==> src/rtl/key_freq_gen.sv <==
// Key synchroniser/debouncer with per-key half-period words computed
// by one shared restoring divider, one word update at a time.
module key_freq_gen #(
    parameter int NUM_KEYS        = 13,
    parameter int WIDTH           = 32,
    parameter int DEBOUNCE_CYCLES = 50000
) (
    input  logic                       clk,
    input  logic                       reset_n,
    input  logic [NUM_KEYS-1:0]        keyboard,
    input  logic [2:0]                 scale,
    output logic [WIDTH-1:0]           note_half_period [NUM_KEYS],
    output logic [NUM_KEYS-1:0]        key_state,
    output logic                       update_strobe,
    output logic [(NUM_KEYS > 1 ? $clog2(NUM_KEYS) : 1)-1:0] update_key,
    output logic                       busy
);
    localparam int KW  = (NUM_KEYS > 1) ? $clog2(NUM_KEYS) : 1;
    localparam int KW1 = KW + 1;
    localparam int CW  = $clog2(DEBOUNCE_CYCLES + 1);
    localparam int SW  = $clog2(WIDTH + 1);
    localparam int DW  = 4;

    typedef enum logic [1:0] {IDLE, LOAD, DIVIDE, WRITE} state_e;

    localparam logic [31:0] BASE [13] = '{
        32'd191113, 32'd180387, 32'd170262, 32'd160706,
        32'd151686, 32'd143173, 32'd135137, 32'd127553,
        32'd120394, 32'd113636, 32'd107258, 32'd101238,
        32'd95556
    };

    // Each further group of 13 keys sits one octave higher.
    function automatic logic [WIDTH-1:0] base_of(input int k);
        logic [31:0] t;
        t = BASE[k % 13] >> (k / 13);
        return WIDTH'(t);
    endfunction

    state_e                state_q, state_d;
    logic [NUM_KEYS-1:0]   sync1_q, sync2_q;
    logic [NUM_KEYS-1:0]   ks_q, ks_d;
    logic [CW-1:0]         cnt_q [NUM_KEYS];
    logic [CW-1:0]         cnt_d [NUM_KEYS];
    logic [NUM_KEYS-1:0]   dirty_q, dirty_d;
    logic [2:0]            scale_q;
    logic [KW-1:0]         ptr_q, ptr_d;
    logic [KW-1:0]         key_q, key_d;
    logic [WIDTH-1:0]      quo_q, quo_d;
    logic [DW-1:0]         rem_q, rem_d;
    logic [DW-1:0]         div_q, div_d;
    logic [SW-1:0]         step_q, step_d;
    logic                  strobe_q, strobe_d;
    logic [KW-1:0]         ukey_q, ukey_d;
    logic [WIDTH-1:0]      note_q [NUM_KEYS];
    logic [WIDTH-1:0]      note_d [NUM_KEYS];
    logic [WIDTH-1:0]      base_tbl [NUM_KEYS];
    logic [KW-1:0]         sel;
    logic [KW1-1:0]        j;
    logic [DW:0]           trial;
    logic                  ge;
    logic                  found;

    for (genvar g = 0; g < NUM_KEYS; g++) begin : g_base
        assign base_tbl[g] = base_of(g);
    end

    always_comb begin
        ks_d = ks_q;
        for (int i = 0; i < NUM_KEYS; i++) begin
            cnt_d[i] = '0;
            if (sync2_q[i] != ks_q[i]) begin
                if (cnt_q[i] == CW'(DEBOUNCE_CYCLES - 1)) begin
                    ks_d[i] = ~ks_q[i];
                end else begin
                    cnt_d[i] = cnt_q[i] + 1'b1;
                end
            end
        end
    end

    // First dirty key at or after the round-robin pointer.
    always_comb begin
        sel   = '0;
        found = 1'b0;
        j     = '0;
        for (int i = 0; i < NUM_KEYS; i++) begin
            j = {1'b0, ptr_q} + KW1'(i);
            if (j >= KW1'(NUM_KEYS)) begin
                j = j - KW1'(NUM_KEYS);
            end
            if (!found && dirty_q[j[KW-1:0]]) begin
                found = 1'b1;
                sel   = j[KW-1:0];
            end
        end
    end

    always_comb begin
        state_d = state_q;
        unique case (state_q)
            IDLE:   if (|dirty_q) state_d = LOAD;
            LOAD:   state_d = (ks_q[key_q] && scale_q != '0) ? DIVIDE : WRITE;
            DIVIDE: if (step_q == SW'(WIDTH - 1)) state_d = WRITE;
            WRITE:  state_d = IDLE;
            default: state_d = IDLE;
        endcase
    end

    assign trial = {rem_q, quo_q[WIDTH-1]};
    assign ge    = trial >= {1'b0, div_q};

    always_comb begin
        key_d    = key_q;
        quo_d    = quo_q;
        rem_d    = rem_q;
        div_d    = div_q;
        step_d   = step_q;
        ptr_d    = ptr_q;
        ukey_d   = ukey_q;
        strobe_d = 1'b0;
        note_d   = note_q;
        dirty_d  = dirty_q;
        unique case (state_q)
            IDLE: key_d = sel;
            LOAD: begin
                dirty_d[key_q] = 1'b0;
                rem_d  = '0;
                step_d = '0;
                div_d  = {scale_q, 1'b0};
                quo_d  = (ks_q[key_q] && scale_q != '0) ? base_tbl[key_q] : '0;
            end
            DIVIDE: begin
                rem_d  = ge ? DW'(trial - {1'b0, div_q}) : trial[DW-1:0];
                quo_d  = {quo_q[WIDTH-2:0], ge};
                step_d = step_q + 1'b1;
            end
            WRITE: begin
                note_d[key_q] = quo_q;
                strobe_d = 1'b1;
                ukey_d   = key_q;
                ptr_d    = (key_q == KW'(NUM_KEYS - 1)) ? '0 : key_q + 1'b1;
            end
            default: ;
        endcase
        // A new change always wins over the LOAD clear.
        dirty_d = dirty_d | (ks_d ^ ks_q) | {NUM_KEYS{scale != scale_q}};
    end

    always_ff @(posedge clk or negedge reset_n) begin
        if (!reset_n) begin
            state_q  <= IDLE;
            sync1_q  <= '0;
            sync2_q  <= '0;
            ks_q     <= '0;
            dirty_q  <= '0;
            scale_q  <= '0;
            ptr_q    <= '0;
            key_q    <= '0;
            quo_q    <= '0;
            rem_q    <= '0;
            div_q    <= '0;
            step_q   <= '0;
            strobe_q <= 1'b0;
            ukey_q   <= '0;
            for (int i = 0; i < NUM_KEYS; i++) begin
                cnt_q[i]  <= '0;
                note_q[i] <= '0;
            end
        end else begin
            state_q  <= state_d;
            sync1_q  <= keyboard;
            sync2_q  <= sync1_q;
            ks_q     <= ks_d;
            dirty_q  <= dirty_d;
            scale_q  <= scale;
            ptr_q    <= ptr_d;
            key_q    <= key_d;
            quo_q    <= quo_d;
            rem_q    <= rem_d;
            div_q    <= div_d;
            step_q   <= step_d;
            strobe_q <= strobe_d;
            ukey_q   <= ukey_d;
            cnt_q    <= cnt_d;
            note_q   <= note_d;
        end
    end

    assign note_half_period = note_q;
    assign key_state        = ks_q;
    assign update_strobe    = strobe_q;
    assign update_key       = ukey_q;
    assign busy             = (state_q != IDLE);

endmodule

==> config.mk <==
export PLATFORM = sky130hd
export DESIGN_NAME = key_freq_gen
export DESIGN_NICKNAME = d
export VERILOG_FILES = /design/src/rtl/key_freq_gen.sv
export SDC_FILE = /design/constraint.sdc
export NUM_CORES = 1
export LEC_CHECK = 0
export BUFFER_PORTS_ARGS = -buffer_cell sky130_fd_sc_hd__buf_2
export CAP_MARGIN = 20
export CORE_MARGIN = 5
export CORE_UTILIZATION = 30
export DETAILED_ROUTE_END_ITERATION = 7
export GPL_TIMING_DRIVEN = 0
export PLACE_DENSITY = 0.49
export SETUP_SLACK_MARGIN = 0.5
export SLEW_MARGIN = 5
export SYNTH_ARGS = -nofsm -noshare
export SYNTH_HDL_FRONTEND = slang
export SYNTH_SLANG_ARGS = --single-unit
==> constraint.sdc <==
create_clock -name clk -period 5.8 [get_ports clk]
set_input_delay 1.16 -clock clk [delete_from_list [all_inputs] [get_ports clk]]
set_output_delay 1.16 -clock clk [all_outputs]
set_load 0.02 [all_outputs]
==> summary.md, run 1 <==
| Metric | Value |
|---|---|
| DRT iter0 DRCs | 2,543 |
| Placed Area | 40,170 sq um |
| H-tree depth | 3 |
| Synthesis-stage register bit count | around 740 |
| Die Span Y | 355.2 microns |
| IO Port Bufs | 452 |
| Final ANT Viol Nets | 0 |
| Synth-to-layout area growth | 22.29% |
| Worst-path cell chain | inv_2 > ha_1 > clkbuf_1 > a21oi_1 > o221ai_1 > nand2_1 > mux2_2 > a221oi_1 > a311oi_4 > buf_4 > or2_2 > nand3b_1 > a21boi_0 > o21bai_1 > o22ai_1 > a211oi_2 |
| Num CTS Buffers | 87 |
| Grt total ovfl | 0 |
| First-pass GRT wire length | 196,500 microns |
| Crit path max fanout | 11 |
| Number of remaining DRC errors | 0 |
| Yosys top cell area share | 51.72% |
| Number of enable flip-flop cells after synthesis | 0 |
| Filler cells | 11,898 |
| Unrepaired setup endpoints after global routing | false |
| Nature of the critical path endpoint | flop |
| Clock slew at reported path FFs | 0.06 ns |
| Kind of critical path | flop to flop |
| Clk buf depth | 3 |
| Synth warn | 0 |
| Status | finished, final reports clean |
| Required time worst endpoint | 6.33 ns |
| Slew headroom | about 28% |
| Synthesized Nets | approximately 3,500 |
| Core ar. | 118,200 sq um |
| Clock latency on the worst-skew pair | 0.67 ns |
| Tot GR Track Use | 20.49% |
| Post-synthesis cell type count | 109 |
| PnR worst setup slack | 0.6553 ns |
| Period utilisation layout | 88.70% |
| Max-slew violations | 0 |
| Die area | around 130,000 sq um |
| Via Count | 29,113 |
| Setup Skew | between 0.02 and 0.03 ns |
| WP data arrival | approximately 5.7 ns |
| Crit path max-delay cell type | clkbuf_1 |
| Syn avg cell area | 10.45 sq um |
| Largest stage delay, worst path | 0.61 ns |
| Post-Synthesis Cells | 3,423 |
| Leak | 20.41 nW |
| Min cycle time layout | approximately 5 ns |
| Die X | 355.2 microns |
| Pwr Density | 543.5 nW/um^2 |
| Register area share after synthesis | 51.72% |
| Initial core utilization | 30.24% |
| Drt wl/cell | approximately 24 microns |
| Vias in the first global route | 29,046 |
| Top-Level Pins | 453 |
| Primary FF master, synth | dfrtp_1 |
| Initial antenna violation count | 5 |
| VDD IR max | 0.2941 mV |
| Final Hold Viols | 0 |
| Layout cells sized above 1 | 27.32% |
| Fin util | 36.98% |
| Crit path launch type | flop |
| Count of final setup violators | 0 |
| Final setup TNS | 0 ns |
| Max frequency | 194.4 MHz |
| Largest net degree at the start of global routing | 112 |
| Pre-CTS setup slack | -0.8986 ns |
| Measured slew at the worst slew-check pin | 1.085 ns |
| Post-Route WL | 133,000 microns |
| Layout Nets | 4,052 |
| Num rows | 126 |
| Vias per inst | 5.201 |
| Drt first pass iters | 7 |
| Mapped cell area | 35,760 sq um |
| CTS tree | done |
| CTS root buffer | clkbuf_16 |
| Hpwl dp | 97,750 microns |
| Dominant cell type by area after synthesis | dfrtp_1 |
| Post-synth ARST share | 100.0% |
| RePlAce Congestion | 0.9629 |
| Clock sink total | between 700 and 800 |
| Max-cap violation count | 0 |
| Reg-to-reg setup timing slack | 0.66 ns |
| Ranking of synthesized cells by area | dfrtp_1 (52%), mux2_2 (10%), nor2_1 (3.8%), nand2_1 (3.4%), o21ai_0 (3.1%) |
| Worst Hold Class | flop to flop |
| Final Cell Area | around 44,000 sq um |
## metal layers
metal | up-vias | track usage (%) | part of all wire (%)
met5 | - | 0 | 0
li1 | 13192 | - | -
met4 | 0 | 8.343 | 4.4
met3 | 304 | 5.361 | 8.2
met2 | 1126 | 32.68 | 46
met1 | 14491 | 26.57 | 42
## cell usage after synthesis, types with 7 or more instances
library cell    n
clkbuf_1      151
a32oi_1         8
o211ai_1       22
nand4_1        39
mux2_2        320
nor4_1         31
inv_1          56
xnor2_1       105
mux2i_1        47
a211oi_1       28
nand2_1       325
nor2_1        366
a21oi_1       111
o21a_1          7
ha_1           45
o22ai_1        25
or2_2          18
xor2_1        113
nand2b_1       30
nor2b_1        16
nor4b_1        13
and3_1         63
nor3_1         36
nand3_1       165
buf_2          33
buf_1          27
a221oi_1        9
o221ai_1        9
and2_1         12
o21ai_0       218
a21o_1         15
dfrtp_1       739
a31oi_1        26
## area by class of cell
cell class	count	area [sq um]	share of cell area, %
flip-flops and latches	739	18500	42.30
plain buffers	221	1026	2.346
inverters	57	214.0	0.4893
clock buffers	121	2556	5.846
diodes	2	5.005	0.01145
multi-input cells	2406	16410	37.52
repair buffers	476	2608	5.963
clock inverters	40	491.7	1.124
well taps	1536	1922	4.395
## state kept, by name, indices dropped and copies added, names as in the netlist, 6 cells and up
name / cells
key_state: 13
sync2_q: 13
note_half_period: 416
dirty_q: 13
cnt_q: 208
quo_q: 32
step_q: 6
sync1_q: 13
## critical path: cells and delay by family, from the launching register on
kind	cells	cell delay, ns
compound gates	8	1.94
mux	1	0.32
flops	1	0.59
fa+ha+maj	1	0.25
buf+inv	3	1.20
simple gates	3	0.69
## final timing paths
kind | from | to | cells after the start
max | ptr_q[3] | key_q[1] | 16
min | sync1_q[6] | sync2_q[6] | 0
max reg2reg | ptr_q[3] | key_q[1] | 16
min reg2reg | sync1_q[6] | sync2_q[6] | 0
max in group asynchronous | reset_n | note_half_period[115] | 5
min in group asynchronous | reset_n | cnt_q[72] | 1
## layout by cell type (no fill, tap or decap), drive strengths merged, types with 37 or more instances in the layout
master | synthesis | final
nand2 | 326 | 326
o21ai | 222 | 222
mux2 | 321 | 321
a21oi | 114 | 114
nor3 | 37 | 37
and3 | 64 | 64
xnor2 | 108 | 108
clkbuf | 151 | 272
mux2i | 47 | 47
dfrtp | 739 | 739
ha | 45 | 45
buf | 70 | 546
inv | 57 | 60
nor2 | 366 | 366
nand3 | 166 | 166
nand4 | 39 | 39
xor2 | 115 | 115
## metrics by stage
step           std cells  hold slack [ns]  power [mW]
3_5_place_dp        5420           0.3347       17.27
4_1_cts             5588           0.3473       23.46
2_1_floorplan       3423           0.3312       13.32
3_3_place_gp        5411           0.3363       17.28
5_1_grt             5596           0.3493       24.92
6_report            5598           0.3457       23.77
## cell families after synthesis
group                      share of synthesized area [%]
and+or+nand+nor                                    15.25
xor gates and xnor gates                           5.567
muxes                                              11.80
buffers and inverters                              3.191
AOI/OAI and AO/OA                                  10.84
adders and majority gates                          1.631
DFF                                                51.72
## repair_timing
item | in CTS | in global routing
pin swaps | 8 | 9
hold buffers | 0 | 0
resized for setup | 60 | 42
setup buffers | 7 | 8
setup endpoints to repair | 4 | 4
## power breakdown
part / total, mW / switching [mW] / leakage, nW / internal (mW)
registers: 6.57 / 0.616 / 9.94 / 5.96
clock network: 5.75 / 2.33 / 1.51 / 3.42
logic: 11.4 / 7.57 / 8.96 / 3.88
Note: power is estimated with default switching activity, not from simulation.
==> run 2: changes to the inputs <==
- clock period: 5.8 -> 6.42 ns (I/O delays scaled with it)
==> summary.md, run 2 (synthesis results as in run 1) <==
| Metric | Value |
|---|---|
| Status | finished, final reports clean |
| Initial core utilization | 30.24% |
| VDD IR max | about 0.27 mV |
| Final cell count without fillers | 5,591 |
| Initial antenna violation count | 6 |
| Crit path max fanout | 13 |
| CTS root buffer | clkbuf_16 |
| Hpwl dp | 97,750 microns |
| Min cycle time layout | between 5 and 6 ns |
| Number of remaining DRC errors | 0 |
| RePlAce Congestion | 0.9629 |
| Synth-to-layout area growth | 21.39% |
| Crit path max-delay cell type | or4_1 |
| Top-Level Pins | about 450 |
| Final Hold Viols | 0 |
| Grt total ovfl | 0 |
| Num CTS Buffers | 87 |
| Slew headroom | 29.02% |
| Largest net degree at the start of global routing | 112 |
| Pwr Density | 486.7 nW/um^2 |
| Delay-heaviest family, CP | buffers and inverters |
| Most common cell after layout, fill and taps aside | dfrtp_1 |
| Max-slew violations | 0 |
| WP data arrival | between 6 and 7 ns |
| Clock slew at reported path FFs | 0.06 ns |
| IO Port Bufs | 452 |
| Placed Area | 40,170 sq um |
| Die Span Y | 355.2 microns |
| DRT iter0 DRCs | 2,562 |
| CTS tree | done |
| Num rows | ~130 |
| Die X | 355.2 microns |
| H-tree depth | 3 |
| Layout cells sized above 1 | a little over a quarter |
| Worst-path cell chain | buf_6 > buf_4 > inv_1 > buf_2 > clkbuf_4 > buf_6 > ha_4 > buf_4 > buf_4 > buf_4 > a22oi_1 > mux2_1 > a311oi_1 > o21a_2 > nand3_2 > or4_1 > buf_2 > o22ai_1 > nor2_1 > a21oi_1 |
| Crit path buffers/inverters | 10 |
| Tot GR Track Use | 20.46% |
| Layout Nets | between 4,000 and 5,000 |
| Final ANT Viol Nets | 0 |
| Vias per inst | 5.201 |
| Crit path top cell by count | buf_4 |
| Core ar. | around 120,000 sq um |
| Count of final setup violators | 0 |
| Via Count | 29,079 |
| Kind of critical path | flop to flop |
| Placed cells | around 5,400 |
| Period utilisation layout | 90.03% |
| Crit path launch type | flop |
| Vias in the first global route | 29,030 |
| Clk buf depth | 3 |
| Max reg flops | 416 |
| Post-Route WL | 132,700 microns |
| Required time worst endpoint | about 7 ns |
| Die area | 126,200 sq um |
| Measured slew at the worst slew-check pin | 1.065 ns |
| Drt first pass iters | 6 |
| Most frequent cells in the layout | dfrtp_1 (737), buf_2 (475), nor2_1 (365) |
| Drt wl/cell | 23.73 microns |
| CTS Hold Bufs | 0 |
| Leak | 20.27 nW |
| Max-cap violation count | 0 |
| Worst Hold Class | flop to flop |
| First-pass GRT wire length | 196,100 microns |
| Final Cell Area | about 43,000 sq um |
| Clock latency on the worst-skew pair | 0.68 ns |
| Setup Skew | 0.02784 ns |
| Nature of the critical path endpoint | flop |
| Max frequency | 173.0 MHz |
| Clock sink total | 739 |
| PnR Total Power | roughly 21 mW |
| Largest stage delay, worst path | 0.54 ns |
| Unrepaired setup endpoints after global routing | false |
-- run 2: cell count changes in the layout (fill, tap and decap cells not counted), sizes merged --
cell,previous run,this run
buf,546,534
clkbuf,272,275
diode,2,4
-- run 2: repair_timing --
item                                   4_1_cts  5_1_grt
pin swaps                                    0        2
setup buffers                                2        4
setup endpoints to repair                    4        4
gates resized for setup                     16       25
endpoints found under the hold margin        0        0
-- run 2: layout make-up --
type | count | area, sq um
sequential | 739 | 18500
buffer | 221 | 959.7
clock inverter | 40 | 491.7
antenna | 4 | 10.01
fill | 11924 | 74830
timing repair buffer | 467 | 2536
multi-input combinational | 2406 | 16220
tap | 1536 | 1922
inverter | 57 | 214.0
clock buffer | 121 | 2556
-- run 2: layer usage --
layer	part of all wire, %	vias up	global-route usage (%)	wire [microns]
met2	46	1088	32.57	60830
met3	7.9	300	5.361	10530
met1	42	14509	26.48	55460
li1	-	13180	-	-
met5	0.023	-	0	30
met4	4.4	2	8.543	5846
-- run 2: worst paths after layout --
path	cells past startpoint	slack, ns	start	to
max in group asynchronous	5	3.39	reset_n	note_half_period[0]
min in group asynchronous	1	0.57	reset_n	cnt_q[72]
worst max-delay path	20	0.64	ptr_q[0]	key_q[2]
worst max register to register	20	0.64	ptr_q[0]	key_q[2]
worst min register to register	0	0.35	sync1_q[6]	sync2_q[6]
worst min-delay path	0	0.35	sync1_q[6]	sync2_q[6]
-- run 2: power by group --
part	total [mW]	switching (mW)	internal [mW]
registers	5.94	0.558	5.38
clock network	5.19	2.11	3.09
logic	10.0	6.69	3.31
-- run 2: through the flow --
| stage | setup slack (ns) | util (%) | hold slack [ns] | TNS (ns) |
|---|---|---|---|---|
| global route | 0.4919 | 36.70 | 0.3493 | 0 |
| CTS | 0.4881 | 36.61 | 0.3473 | 0 |
| global placement | -12.87 | 33.78 | 0.3363 | -9282.55 |
| floorplan | 1.781 | - | 0.3312 | 0 |
| finish | 0.6402 | 36.71 | 0.3457 | 0 |
| detailed placement | -0.2786 | 33.97 | 0.3347 | -0.8459 |
